**config.mk**
```make
export PLATFORM = sky130hd
export DESIGN_NAME = id_ex_fwd
export DESIGN_NICKNAME = d
export VERILOG_FILES = /design/src/rtl/id_ex_fwd_pkg.sv /design/src/rtl/id_ex_fwd_fwd_sel.sv /design/src/rtl/id_ex_fwd.sv
export SDC_FILE = /design/constraint.sdc
export NUM_CORES = 1
export LEC_CHECK = 0
export ABC_AREA = 1
export CORE_MARGIN = 1
export CORE_UTILIZATION = 25
export CTS_CLUSTER_DIAMETER = 30
export DETAILED_ROUTE_END_ITERATION = 10
export GPL_TIMING_DRIVEN = 0
export SLEW_MARGIN = 20
export SYNTH_ARGS = -nofsm -noshare
export SYNTH_HDL_FRONTEND = slang
export SYNTH_HIERARCHICAL = 1
export SYNTH_SLANG_ARGS = --single-unit
```
**constraint.sdc**
```tcl
create_clock -name clk -period 2.22 [get_ports clk]
set_input_delay 0.222 -clock clk [delete_from_list [all_inputs] [get_ports clk]]
set_output_delay 0.222 -clock clk [all_outputs]
set_load 0.01 [all_outputs]
```
**src/rtl/id_ex_fwd_pkg.sv**
```systemverilog
// Shared widths and constant words for the ID/EX forwarding stage.
// The default parameter values and the zero-word/zero-register constants live here.
package id_ex_fwd_pkg;

    localparam int DATA_W_DEF  = 32;
    localparam int ADDR_W_DEF  = 5;
    localparam int NUM_SRC_DEF = 2;
    localparam int NUM_FWD_DEF = 2;
    localparam int CTRL_W_DEF  = 128;
    localparam int CNT_W_DEF   = 16;

    localparam logic [DATA_W_DEF-1:0] ZeroWord   = '0;
    localparam logic [ADDR_W_DEF-1:0] NOPRegAddr = '0;

endpackage

```
**src/rtl/id_ex_fwd_fwd_sel.sv**
```systemverilog
// Operand resolver for one source: immediate, youngest matching forward port, or regfile.
// Also flags when the selected forward port has not produced its value yet.
module fwd_sel
    import id_ex_fwd_pkg::*;
#(
    parameter int DATA_W  = DATA_W_DEF,
    parameter int ADDR_W  = ADDR_W_DEF,
    parameter int NUM_FWD = NUM_FWD_DEF
) (
    input  logic                      rd_en_i,
    input  logic [ADDR_W-1:0]         rd_addr_i,
    input  logic [DATA_W-1:0]         rf_data_i,
    input  logic [DATA_W-1:0]         imm_i,
    input  logic [NUM_FWD-1:0]        fwd_we_i,
    input  logic [NUM_FWD*ADDR_W-1:0] fwd_addr_i,
    input  logic [NUM_FWD*DATA_W-1:0] fwd_data_i,
    input  logic [NUM_FWD-1:0]        fwd_pending_i,
    output logic [DATA_W-1:0]         data_o,
    output logic                      hazard_o
);

    logic hit;

    // Port 0 is the youngest producer, so the first hit wins and later ports are ignored.
    always_comb begin
        data_o   = rf_data_i;
        hazard_o = 1'b0;
        hit      = 1'b0;
        if (!rd_en_i) begin
            data_o = imm_i;
        end else if (rd_addr_i != ADDR_W'(NOPRegAddr)) begin
            for (int j = 0; j < NUM_FWD; j++) begin
                if (!hit && fwd_we_i[j] && (fwd_addr_i[j*ADDR_W +: ADDR_W] == rd_addr_i)) begin
                    hit      = 1'b1;
                    data_o   = fwd_data_i[j*DATA_W +: DATA_W];
                    hazard_o = fwd_pending_i[j];
                end
            end
        end
    end

endmodule

```
**src/rtl/id_ex_fwd.sv**
```systemverilog
// ID/EX pipeline register with operand forwarding, load-use stall and flush.
// Ready/valid handshake on both sides; stall_cnt counts cycles spent in a load-use hazard.
module id_ex_fwd
    import id_ex_fwd_pkg::*;
#(
    parameter int DATA_W  = DATA_W_DEF,
    parameter int ADDR_W  = ADDR_W_DEF,
    parameter int NUM_SRC = NUM_SRC_DEF,
    parameter int NUM_FWD = NUM_FWD_DEF,
    parameter int CTRL_W  = CTRL_W_DEF,
    parameter int CNT_W   = CNT_W_DEF
) (
    input  logic                      clk,
    input  logic                      rst,
    input  logic                      flush,
    input  logic                      in_valid,
    output logic                      in_ready,
    input  logic [CTRL_W-1:0]         in_ctrl,
    input  logic [DATA_W-1:0]         in_imm,
    input  logic [NUM_SRC-1:0]        in_rd_en,
    input  logic [NUM_SRC*ADDR_W-1:0] in_rd_addr,
    input  logic [NUM_SRC*DATA_W-1:0] rf_data,
    input  logic [NUM_FWD-1:0]        fwd_we,
    input  logic [NUM_FWD*ADDR_W-1:0] fwd_addr,
    input  logic [NUM_FWD*DATA_W-1:0] fwd_data,
    input  logic [NUM_FWD-1:0]        fwd_pending,
    output logic                      out_valid,
    input  logic                      out_ready,
    output logic [CTRL_W-1:0]         out_ctrl,
    output logic [NUM_SRC*DATA_W-1:0] out_src,
    output logic                      hazard,
    output logic [CNT_W-1:0]          stall_cnt
);

    function automatic logic [CNT_W-1:0] sat_inc(input logic [CNT_W-1:0] v);
        return (&v) ? v : v + 1'b1;
    endfunction

    logic [NUM_SRC*DATA_W-1:0] src_res;
    logic [NUM_SRC-1:0]        src_haz;
    logic                      hazard_raw;
    logic                      accept;

    logic                      out_valid_q, out_valid_d;
    logic [CTRL_W-1:0]         out_ctrl_q,  out_ctrl_d;
    logic [NUM_SRC*DATA_W-1:0] out_src_q,   out_src_d;
    logic [CNT_W-1:0]          stall_cnt_q, stall_cnt_d;

    for (genvar g = 0; g < NUM_SRC; g++) begin : g_src
        fwd_sel #(
            .DATA_W  (DATA_W),
            .ADDR_W  (ADDR_W),
            .NUM_FWD (NUM_FWD)
        ) u_fwd_sel (
            .rd_en_i       (in_rd_en[g]),
            .rd_addr_i     (in_rd_addr[g*ADDR_W +: ADDR_W]),
            .rf_data_i     (rf_data[g*DATA_W +: DATA_W]),
            .imm_i         (in_imm),
            .fwd_we_i      (fwd_we),
            .fwd_addr_i    (fwd_addr),
            .fwd_data_i    (fwd_data),
            .fwd_pending_i (fwd_pending),
            .data_o        (src_res[g*DATA_W +: DATA_W]),
            .hazard_o      (src_haz[g])
        );
    end

    assign hazard_raw = |src_haz;
    assign hazard     = in_valid & hazard_raw;
    assign in_ready   = (!out_valid_q || out_ready) && !hazard_raw && !flush;
    assign accept     = in_valid & in_ready;

    // Flush beats accept, and a consumed entry with nothing behind it becomes a NOP bubble.
    always_comb begin
        out_valid_d = out_valid_q;
        out_ctrl_d  = out_ctrl_q;
        out_src_d   = out_src_q;
        stall_cnt_d = hazard ? sat_inc(stall_cnt_q) : stall_cnt_q;
        if (flush || (!accept && out_valid_q && out_ready)) begin
            out_valid_d = 1'b0;
            out_ctrl_d  = '0;
            out_src_d   = {NUM_SRC{DATA_W'(ZeroWord)}};
        end else if (accept) begin
            out_valid_d = 1'b1;
            out_ctrl_d  = in_ctrl;
            out_src_d   = src_res;
        end
    end

    always_ff @(posedge clk) begin
        if (rst) begin
            out_valid_q <= 1'b0;
            out_ctrl_q  <= '0;
            out_src_q   <= '0;
            stall_cnt_q <= '0;
        end else begin
            out_valid_q <= out_valid_d;
            out_ctrl_q  <= out_ctrl_d;
            out_src_q   <= out_src_d;
            stall_cnt_q <= stall_cnt_d;
        end
    end

    assign out_valid = out_valid_q;
    assign out_ctrl  = out_ctrl_q;
    assign out_src   = out_src_q;
    assign stall_cnt = stall_cnt_q;

endmodule
```
-- Yosys cells after proc, flatten, opt, wreduce, memory -nomap -nowiden
Cells that the tools add are included.
- add/sub/neg operators: 1
- mux-type cells: 22
- bitwise gates (word level): 3
- equal/unequal tests: 4
- reduce and logical (&&, ||, !) cells: 24
- operator list (operator ; number):
    $mux W32 ; 8
    $eq A5 B5 Y1 ; 4
    $add A16 B1 Y16 const B ; 1
    $reduce_and A16 Y1 ; 1
    $mux W1 ; 14
    $logic_and A1 B1 Y1 ; 10
    $reduce_bool A5 Y1 ; 2
    $logic_not A1 Y1 ; 6
    $reduce_or A2 Y1 ; 2
    $and A1 B1 Y1 ; 2
    $logic_or A1 B1 Y1 ; 2
    $reduce_and A2 Y1 ; 1
    $not A1 Y1 ; 1
- flip-flop bits (word level): 209

-- Logic depth before layout (Yosys ltp)
Gate-level depths: netlist of run 1.
- word-level depth: 21
- mapped depth: 20
- depth with buffers taken out: 16

-- Modules after synthesis
The synthesis of run 1 kept the hierarchy.
- by module, submodules not included (module ; area an instance (µm²) ; cells an instance ; instances):
    id_ex_fwd ; 9202.6 ; 1405 ; 1
    fwd_sel ; 1595.3 ; 328 ; 2

-- Least setup slack after synthesis of run 1
No wires, ideal clock.
- kind: input to register
- from: in fwd_addr[0]
- to: reg out_ctrl_q[113], in the netlist out_ctrl[113]
- setup slack: 120 ps
- stages: 16
- setup time: 127 ps
- arrival: 1974 ps
- buffers on the path: 3
- required time: 2093 ps
- cell sequence: inv_1 > nand2_1 > nand2_1 > nor2_1 > buf_2 > buf_2 > nand4_1 > a21oi_1 > nor2_2 > o21ai_2 > nor2_4 > nand2_1 > nand3_1 > nand2_1 > clkbuf_1 > nor2_1
- longest elaborated chain between the ends: 21
- elaborated cells between the ends (all ways): 34
- classes of those cells: eq/ne: 2; mux: 14; bitwise: 1; reduce/logical: 17
- ends and longest elaborated chain (what ; RTL line ; source):
    start: declaration ; id_ex_fwd.sv:24 ; input logic [NUM_FWD*ADDR_W-1:0] fwd_addr,
    $eq A5 B5 Y1 (*) ; id_ex_fwd_fwd_sel.sv:33 ; if (!hit && fwd_we_i[j] && (fwd_addr_i[j*ADDR_W +: ADDR_W] == rd_addr_i)) begin
    $logic_and A1 B1 Y1 (*) ; id_ex_fwd_fwd_sel.sv:33 ;
    $mux W1 ; id_ex_fwd_fwd_sel.sv:33 ;
    $mux W1 ; id_ex_fwd_fwd_sel.sv:31 ; end else if (rd_addr_i != ADDR_W'(NOPRegAddr)) begin
    $mux W1 ; id_ex_fwd_fwd_sel.sv:29 ; if (!rd_en_i) begin
    $logic_not A1 Y1 ; id_ex_fwd_fwd_sel.sv:33 ;
    $logic_and A1 B1 Y1 (2 in a row) ; id_ex_fwd_fwd_sel.sv:33 ;
    $mux W1 (*) ; id_ex_fwd_fwd_sel.sv:33 ;
    [2 not listed] ; n/a ;
    via src_haz[1] ; id_ex_fwd.sv:40 ; logic [NUM_SRC-1:0] src_haz;
    $reduce_or A2 Y1 (*) ; id_ex_fwd.sv:68 ; assign hazard_raw = |src_haz;
    $logic_not A1 Y1 (*) ; id_ex_fwd.sv:70 ; assign in_ready = (!out_valid_q || out_ready) && !hazard_raw && !flush;
    $logic_and A1 B1 Y1 (*) (2 in a row) ; id_ex_fwd.sv:70 ;
    $and A1 B1 Y1 (*) ; id_ex_fwd.sv:71 ; assign accept = in_valid & in_ready;
    $logic_not A1 Y1 ; id_ex_fwd.sv:79 ; if (flush || (!accept && out_valid_q && out_ready)) begin
    $logic_and A1 B1 Y1 (2 in a row) ; id_ex_fwd.sv:79 ;
    $logic_or A1 B1 Y1 ; id_ex_fwd.sv:79 ;
    $reduce_or A2 Y1 (no line) ; n/a ;
    end signal: assignment ; id_ex_fwd.sv:98 ; out_ctrl_q <= out_ctrl_d;
    end: declaration ; id_ex_fwd.sv:45 ; logic [CTRL_W-1:0] out_ctrl_q, out_ctrl_d;
Mark *: on every way through the listed nets, which the timed path passes. The rest lies on a longest branch. The select of a mux whose other input is x is not followed.
A chain may end at the register's enable or synchronous reset.

-- Final worst setup path of run 1
- from: in in_rd_addr[6]
- to: reg out_src_q[60], in the netlist out_src[60]
- elaborated cells between the ends (all ways): 28
- classes of those cells: eq/ne: 2; mux: 11; bitwise: 1; reduce/logical: 14
- RTL lines (what ; RTL line ; source):
    start: declaration ; id_ex_fwd.sv:21 ; input logic [NUM_SRC*ADDR_W-1:0] in_rd_addr,
    $eq A5 B5 Y1 ; id_ex_fwd_fwd_sel.sv:33 ;
    $logic_and A1 B1 Y1 ; id_ex_fwd_fwd_sel.sv:33 ;
    $mux W1 ; id_ex_fwd_fwd_sel.sv:33 ;
    $mux W1 ; id_ex_fwd_fwd_sel.sv:31 ;
    $mux W1 ; id_ex_fwd_fwd_sel.sv:29 ;
    $logic_not A1 Y1 ; id_ex_fwd_fwd_sel.sv:33 ;
    $logic_and A1 B1 Y1 (2 in a row) ; id_ex_fwd_fwd_sel.sv:33 ;
    $mux W32 ; id_ex_fwd_fwd_sel.sv:33 ;
    $mux W32 (*) ; id_ex_fwd_fwd_sel.sv:31 ;
    $mux W32 (*) ; id_ex_fwd_fwd_sel.sv:29 ;
    via src_res[60] ; id_ex_fwd.sv:39 ; logic [NUM_SRC*DATA_W-1:0] src_res;
    end signal: assignment ; id_ex_fwd.sv:99 ; out_src_q <= out_src_d;
    end: declaration ; id_ex_fwd.sv:46 ; logic [NUM_SRC*DATA_W-1:0] out_src_q, out_src_d;
Marks and branches as above.

==> results of run 1 <==
state kept, by name, summed over array words and instances, names as in the netlist:
name       cells
out_ctrl     128
out_src       64
stall_cnt     16
out_valid      1
cell usage in the layout (no fill, tap or decap), drive strengths merged:
cell type and count:
ha 1, buf 116, a31oi 28, clkinv 17, o21ai 2, clkdlybuf4s50 504, bufinv 3, inv 331
diode 6, a21oi 86, nand2 617, dlygate4sd2 3, dfxtp 209, o22ai 28, nor2 319, clkdlybuf4s15 10
nand4 40, nor3 2, nor4 1, nand3 263, clkbuf 152
path summary, 6_finish.rpt:
kind                        startpoint                          to  slack [ns]  cells after the start
min reg2reg   out_ctrl[8]$_SDFFE_PP0P_    out_ctrl[8]$_SDFFE_PP0P_        0.52                      4
max                      in_rd_addr[6]    out_src[60]$_SDFFE_PP0P_        0.02                     23
min                           in_valid  stall_cnt[12]$_SDFFE_PP0P_        0.15                      4
max reg2reg  stall_cnt[0]$_SDFFE_PP0P_   stall_cnt[4]$_SDFFE_PP0P_        0.24                      7
power by group through the flow:
stage | registers [mW] | logic (mW) | clock network, mW
after detailed placement | 3.96 | 2.17 | 0
after global placement | 3.96 | 2.16 | 0
final | 3.90 | 2.33 | 9.63
after floorplan | 4.00 | 0.944 | 0
after global routing | 3.91 | 2.52 | 10.1
after CTS | 3.90 | 2.27 | 9.84
synthesized netlist by cell type:
cell type	count
nand2_1	613
inv_1	315
nor2_1	306
nand3_1	243
dfxtp_1	209
a21oi_1	62
buf_2	60
clkbuf_1	41
nand4_1	39
a31oi_1	28
o22ai_1	28
a21oi_2	24
buf_6	21
nand3_2	20
inv_2	12
buf_4	11
nor2_2	10
nand2_2	4
nor2_4	3
buf_12	2
clkinv_1	2
nor3_1	2
buf_1	1
ha_1	1
nand4_2	1
nor4_1	1
o21ai_0	1
o21ai_2	1
layer usage:
| metal | global-route usage [%] | up-vias | routed length (microns) |
|---|---|---|---|
| met3 | 6.558 | 144 | 5111 |
| li1 | - | 7617 | - |
| met4 | 12.62 | 8 | 2754 |
| met5 | 0 | - | 51 |
| met1 | 27.14 | 7065 | 24140 |
| met2 | 37.39 | 658 | 27740 |
area by class of cell:
class | instances | area (sq um)
fillers | 5054 | 27450
multi-input cells | 1387 | 6379
repair buffers | 556 | 5492
flip-flops and latches | 209 | 4184
clock buffers | 102 | 2064
inverters | 329 | 1235
plain buffers | 127 | 1018
well taps | 664 | 830.8
clock inverters | 22 | 284.0
diodes | 6 | 15.01
metrics by stage:
| step | cell area [sq um] | power (mW) | worst slack (ns) |
|---|---|---|---|
| after global routing | 21500 | 16.50 | -0.04603 |
| after global placement | 18510 | 6.121 | -1.719 |
| after floorplan | 12390 | 4.939 | 0.1196 |
| final | 21500 | 15.87 | 0.02085 |
| after CTS | 21230 | 16.01 | 0.0009592 |
| after detailed placement | 18510 | 6.136 | -1.746 |
critical path, cell delays in order:
cell and delay (ns):
clkdlybuf4s15_2 0.21, inv_2 0.07, nand2_1 0.04, nand2_1 0.07, nor2_2 0.05, buf_4 0.13
buf_4 0.12, buf_4 0.12, buf_4 0.12, buf_4 0.12, buf_4 0.12, buf_4 0.12
buf_4 0.12, nand3_2 0.08, nand2_2 0.06, nand2_4 0.14, buf_6 0.16, a21oi_2 0.06
a21oi_2 0.28, nand3_1 0.11, nand2_1 0.07, inv_1 0.03, nor2_1 0.08
kinds of logic after synthesis:
group / Yosys count / share of synthesized area, %
AO/OA/AOI/OAI: 144 / 7.138
adder cells (fa/ha/maj): 1 / 0.1009
buffers and inverters: 465 / 16.56
AND/OR/NAND/NOR: 1242 / 42.44
flip-flops: 209 / 33.76
repair_timing:
action,in CTS,in global routing
gates resized for setup,147,84
gates cloned,0,2
hold endpoints to repair,0,0
setup endpoints to repair,211,192
pin swaps,18,44
setup buffers,23,3
==> run_results.csv, run 1 <==
group,metric,value,unit
sta,drv_slew,0,
floorplanning,num_io_pins,530,
route,remaining_drc_errors,0,
finish,drive_above_1_share,12.92,%
grt,grt_pass1_wl,88060,microns
pwr,power.density,737.9,nW/um^2
route,drt_first_pass_iters,6,
sta,setup_viol,0,
route,ant_nets,0,
critical_path,worstPathArrival,2.71,ns
clocking,clk_pin_slew_worst_paths,0.04,ns
finish,syn_to_final_growth,73.50,%
clocking,cts.sinks,209,
run,cap_violations,0,
grt,antenna_found_initial,10,
synth,syn_area_per_cell,6.013,sq um
clocking,cts_tree,"done",
synth,netlist_area,12390,sq um
critical_path,cp.required,2.74,ns
clocking,cts_hold_buf,0,
clocking,htree_levels,3,
clocking,cts_root_buf,"clkbuf_16",
finish,fin_cells,3402,
floorplanning,dieArea,50470,sq um
critical_path,crit_fanout,6,
sta,fmax,454.7,MHz
pwr,p_int,11.74,mW
floorplanning,start_util,25.32,%
hold_path,hp-class,"primary input to flip-flop",
pwr,ir_drop,0.5585,mV
synth,synth_fp_nets,2381,
sta,rsz0062_at_grt,"true",
pwr,p_sw,4.131,mW
placement,io_buffers,528,
sta,worst_pin_slew,0.8592,ns
floorplanning,die_w,224.7,microns
route,vias,15490,
clocking,cts_buffers,71,
synth,syn_inst,2061,
clocking,clock_latency,0.58,ns
placement,dp_hpwl,46580,microns
floorplanning,coreArea,48950,sq um
synth,ys_seq_area_share,33.76,%
pwr,seqPwrFrac,24.6,%
synth,ys_top_cells_by_area,"dfxtp_1 34%, nand2_1 19%, nand3_1 9.8%",
placement,dp.cells,3253,
route,viasPerCell,4.554,
route,drt_iter0_drc,1040,
synth,synth_top_area_share,33.76,%
pwr,pwr-share-comb,14.7,%
synth,ys_ff_latch,209,
grt,grt_max_degree,20,
critical_path,crit_path_start_kind,"primary input",
sta,tns,0,ns
sta,period_needed,2.199,ns
sta,fin_crit_sh,99.06,%
finish,final_nets,3001,
pwr,switching_share,26.04,%
sta,maxSlewHeadroom,42.72,%
floorplanning,rows,81,
sta,fin_skew,0.01898,ns
critical_path,path_class,"primary input to flip-flop",
finish,fin_util,43.93,%
synth,ys.warnings.count,6,
sta,whs,0.1505,ns
placement,routabilityCongestion,0.9484,
clocking,clock_path_buffers,3,
route,wire_per_inst,17.58,microns
synth,synthDistinctLibCells,28,
pwr,leakage,9.532,nW
pwr,p_clk_share,60.7,%
critical_path,cp-end-kind,"flip-flop",
grt,grt_usage,22.97,%
sta,finalHoldViolations,0,
grt,grt-ovfl-total,0,
route,drt_wl_total,59800,microns
run_status,status,"finished, final reports clean",
grt,grt_pass1_vias,15210,
floorplanning,dieHeight,224.7,microns
synth,synth_largest_area_cell,"dfxtp_1",
Note: power is estimated with default switching activity, not from simulation.
==> run 2, diff against run 1 <==
--- a/config.mk
+++ b/config.mk
@@ -8,6 +8,7 @@
 export ABC_AREA = 1
 export CORE_MARGIN = 1
 export CORE_UTILIZATION = 25
+export CTS_BUF_LIST = sky130_fd_sc_hd__clkbuf_4 sky130_fd_sc_hd__clkbuf_8 sky130_fd_sc_hd__clkbuf_16
 export CTS_CLUSTER_DIAMETER = 30
 export DETAILED_ROUTE_END_ITERATION = 10
 export GPL_TIMING_DRIVEN = 0
==> run 2 against run 1 <==
First-iteration DRC count down 4.3%. Power up 1.2%. Non-clock buffer count unchanged. Critical path depth unchanged. Clock skew about the same. Worst setup slack better by 0.019 ns. Cell count about the same. Clock power up 2%. Wire length up 0.28%. Combinational power about the same. Via count about the same. Clock-buffer cell count unchanged. Critical path type unchanged. Critical endpoint unchanged. Largest cell class unchanged. Largest power group unchanged.
==> run_results.csv, run 2 (same netlist as run 1, synthesis figures left out) <==
group,metric,value,unit
run_status,status,"finished, final reports clean",
pwr,seqPwrFrac,24.3,%
sta,setup_viol,0,
clocking,clock_path_buffers,3,
finish,fin_cells,3401,
pwr,pwr-share-comb,14.6,%
grt,grt_pass1_vias,15250,
hold_path,whs_path_depth,4,
critical_path,cp.required,2.74,ns
route,vias,15500,
pwr,ir_drop,0.5607,mV
pwr,power.density,744.5,nW/um^2
critical_path,reg2reg_depth,7,
pwr,leakage,9.583,nW
critical_path,cp-end-kind,"flip-flop",
hold_path,hp-class,"primary input to flip-flop",
sta,finalHoldViolations,0,
pwr,p_sw,4.138,mW
sta,worst_pin_slew,0.8458,ns
pwr,p_int,11.92,mW
sta,layout_setup_ws,0.03952,ns
pwr,switching_share,25.77,%
sta,rsz0062_at_grt,"true",
placement,dp_slack,-1.746,ns
floorplanning,coreArea,48950,sq um
critical_path,crit_path_start_kind,"primary input",
pwr,p_clk_share,61.1,%
floorplanning,rows,81,
clocking,clk_pin_slew_worst_paths,0.04,ns
sta,fin_skew,0.01921,ns
route,drt_first_pass_iters,7,
sta,maxSlewHeadroom,43.62,%
clocking,cts_tree,"done",
finish,final_cell_mix,"606 x nand2_1, 504 x clkdlybuf4s50_1, 315 x inv_1",
finish,fillCellCount,5047,
sta,drv_slew,0,
placement,dp.cells,3253,
floorplanning,num_io_pins,530,
route,ant_nets,0,
run,cap_violations,0,
floorplanning,dieHeight,224.7,microns
clocking,cts_root_buf,"clkbuf_16",
placement,io_buffers,528,
sta,fin_crit_sh,98.22,%
critical_path,crit_fanout,6,
route,remaining_drc_errors,0,
floorplanning,start_util,25.32,%
clocking,cts.sinks,209,
finish,syn_to_final_growth,74.04,%
grt,grt_pass1_wl,88200,microns
route,drt_iter0_drc,995,
placement,dp_hpwl,46580,microns
route,drt_wl_total,59970,microns
grt,grt_max_degree,20,
clocking,htree_levels,3,
placement,routabilityCongestion,0.9484,
finish,final_nets,3001,
route,wire_per_inst,17.63,microns
clocking,clock_latency,0.58,ns
finish,drive_above_1_share,13.43,%
route,viasPerCell,4.557,
sta,fmax,458.6,MHz
clocking,cts_buffers,71,
grt,antenna_found_initial,10,
critical_path,path_class,"primary input to flip-flop",
sta,period_needed,2.180,ns
finish,largest_reg_flops,128,
critical_path,worstPathArrival,2.70,ns
finish,final_common_cell,"nand2_1",
floorplanning,die_w,224.7,microns
grt,grt-ovfl-total,0,
floorplanning,dieArea,50470,sq um
finish,fin_util,44.06,%
grt,grt_usage,23.00,%
==> run 2: cell count changes in the layout (fill, tap and decap cells not counted), moves of 2 or more <==
cell / previous run / this run
clkbuf_4: 6 / 23
a21oi_1: 52 / 50
clkdlybuf4s15_2: 9 / 11
a21oi_2: 32 / 34
clkbuf_1: 52 / 37
buf_2: 21 / 19
==> run 2: metrics by stage <==
stage | hold WS, ns | total power, mW | instance area (sq um) | TNS (ns)
CTS | 0.1037 | 16.20 | 21290 | 0
detailed placement | 0.5091 | 6.136 | 18510 | -307.37
finish | 0.1529 | 16.06 | 21570 | 0
floorplan | 0.2935 | 4.939 | 12390 | 0
global route | 0.1960 | 16.69 | 21570 | -0.4417
global placement | 0.5080 | 6.121 | 18510 | -295.17
==> run 2: final timing paths <==
kind	slack (ns)	end	startpoint
worst max-delay path	0.04	out_src[60]$_SDFFE_PP0P_	in_rd_addr[6]
worst min register to register	0.52	out_src[0]$_SDFFE_PP0P_	out_src[0]$_SDFFE_PP0P_
worst min-delay path	0.15	stall_cnt[12]$_SDFFE_PP0P_	in_valid
worst max register to register	0.24	stall_cnt[4]$_SDFFE_PP0P_	stall_cnt[1]$_SDFFE_PP0P_
==> run 2: critical path, stage by stage <==
cell             delay, ns
clkdlybuf4s15_2       0.21
inv_2                 0.07
nand2_1               0.04
nand2_1               0.07
nor2_2                0.05
buf_4                 0.13
buf_4                 0.12
buf_4                 0.12
buf_4                 0.12
buf_4                 0.12
buf_4                 0.12
buf_4                 0.12
buf_4                 0.12
nand3_2               0.08
nand2_2               0.07
nand2_4               0.14
buf_6                 0.16
a21oi_2               0.06
a21oi_2               0.27
nand3_1               0.11
nand2_1               0.07
inv_1                 0.03
nor2_1                0.08
==> run 2: power groups by stage <==
stage                     Clock, mW  Combinational, mW  Sequential [mW]
final                          9.82               2.34             3.90
after global routing           10.3               2.52             3.91
after CTS                      10.0               2.27             3.90
after detailed placement          0               2.17             3.96
after global placement            0               2.16             3.96
after floorplan                   0              0.944             4.00
==> run 2: per-layer routing <==
| layer | GRT usage [%] | up-vias | share of wire [%] | wire, microns |
|---|---|---|---|---|
| met5 | 0 | - | 0.085 | 51 |
| met4 | 12.62 | 8 | 4.6 | 2746 |
| met3 | 6.558 | 137 | 8.5 | 5111 |
| met2 | 37.54 | 656 | 46 | 27810 |
| met1 | 27.12 | 7081 | 40 | 24250 |
| li1 | - | 7616 | - | - |
==> run 2: area by class of cell <==
| type | instances | area, sq um | share of cell area [%] |
|---|---|---|---|
| diodes | 5 | 12.51 | 0.05801 |
| multi-input cells | 1387 | 6379 | 29.57 |
| well taps | 664 | 830.8 | 3.852 |
| repair buffers | 556 | 5509 | 25.54 |
| flip-flops and latches | 209 | 4184 | 19.40 |
| clock inverters | 22 | 284.0 | 1.317 |
| inverters | 329 | 1235 | 5.725 |
| clock buffers | 102 | 2121 | 9.832 |
| plain buffers | 127 | 1015 | 4.704 |
==> run 2: what timing repair did <==
action                                  in CTS  in global routing
endpoints found under the hold margin        0                  0
gates cloned                                 0                  2
setup buffers                               23                  3
gates resized for setup                    146                 80
hold buffers                                 0                  0
pin swaps                                   18                 41
endpoints found under the setup margin     211                192
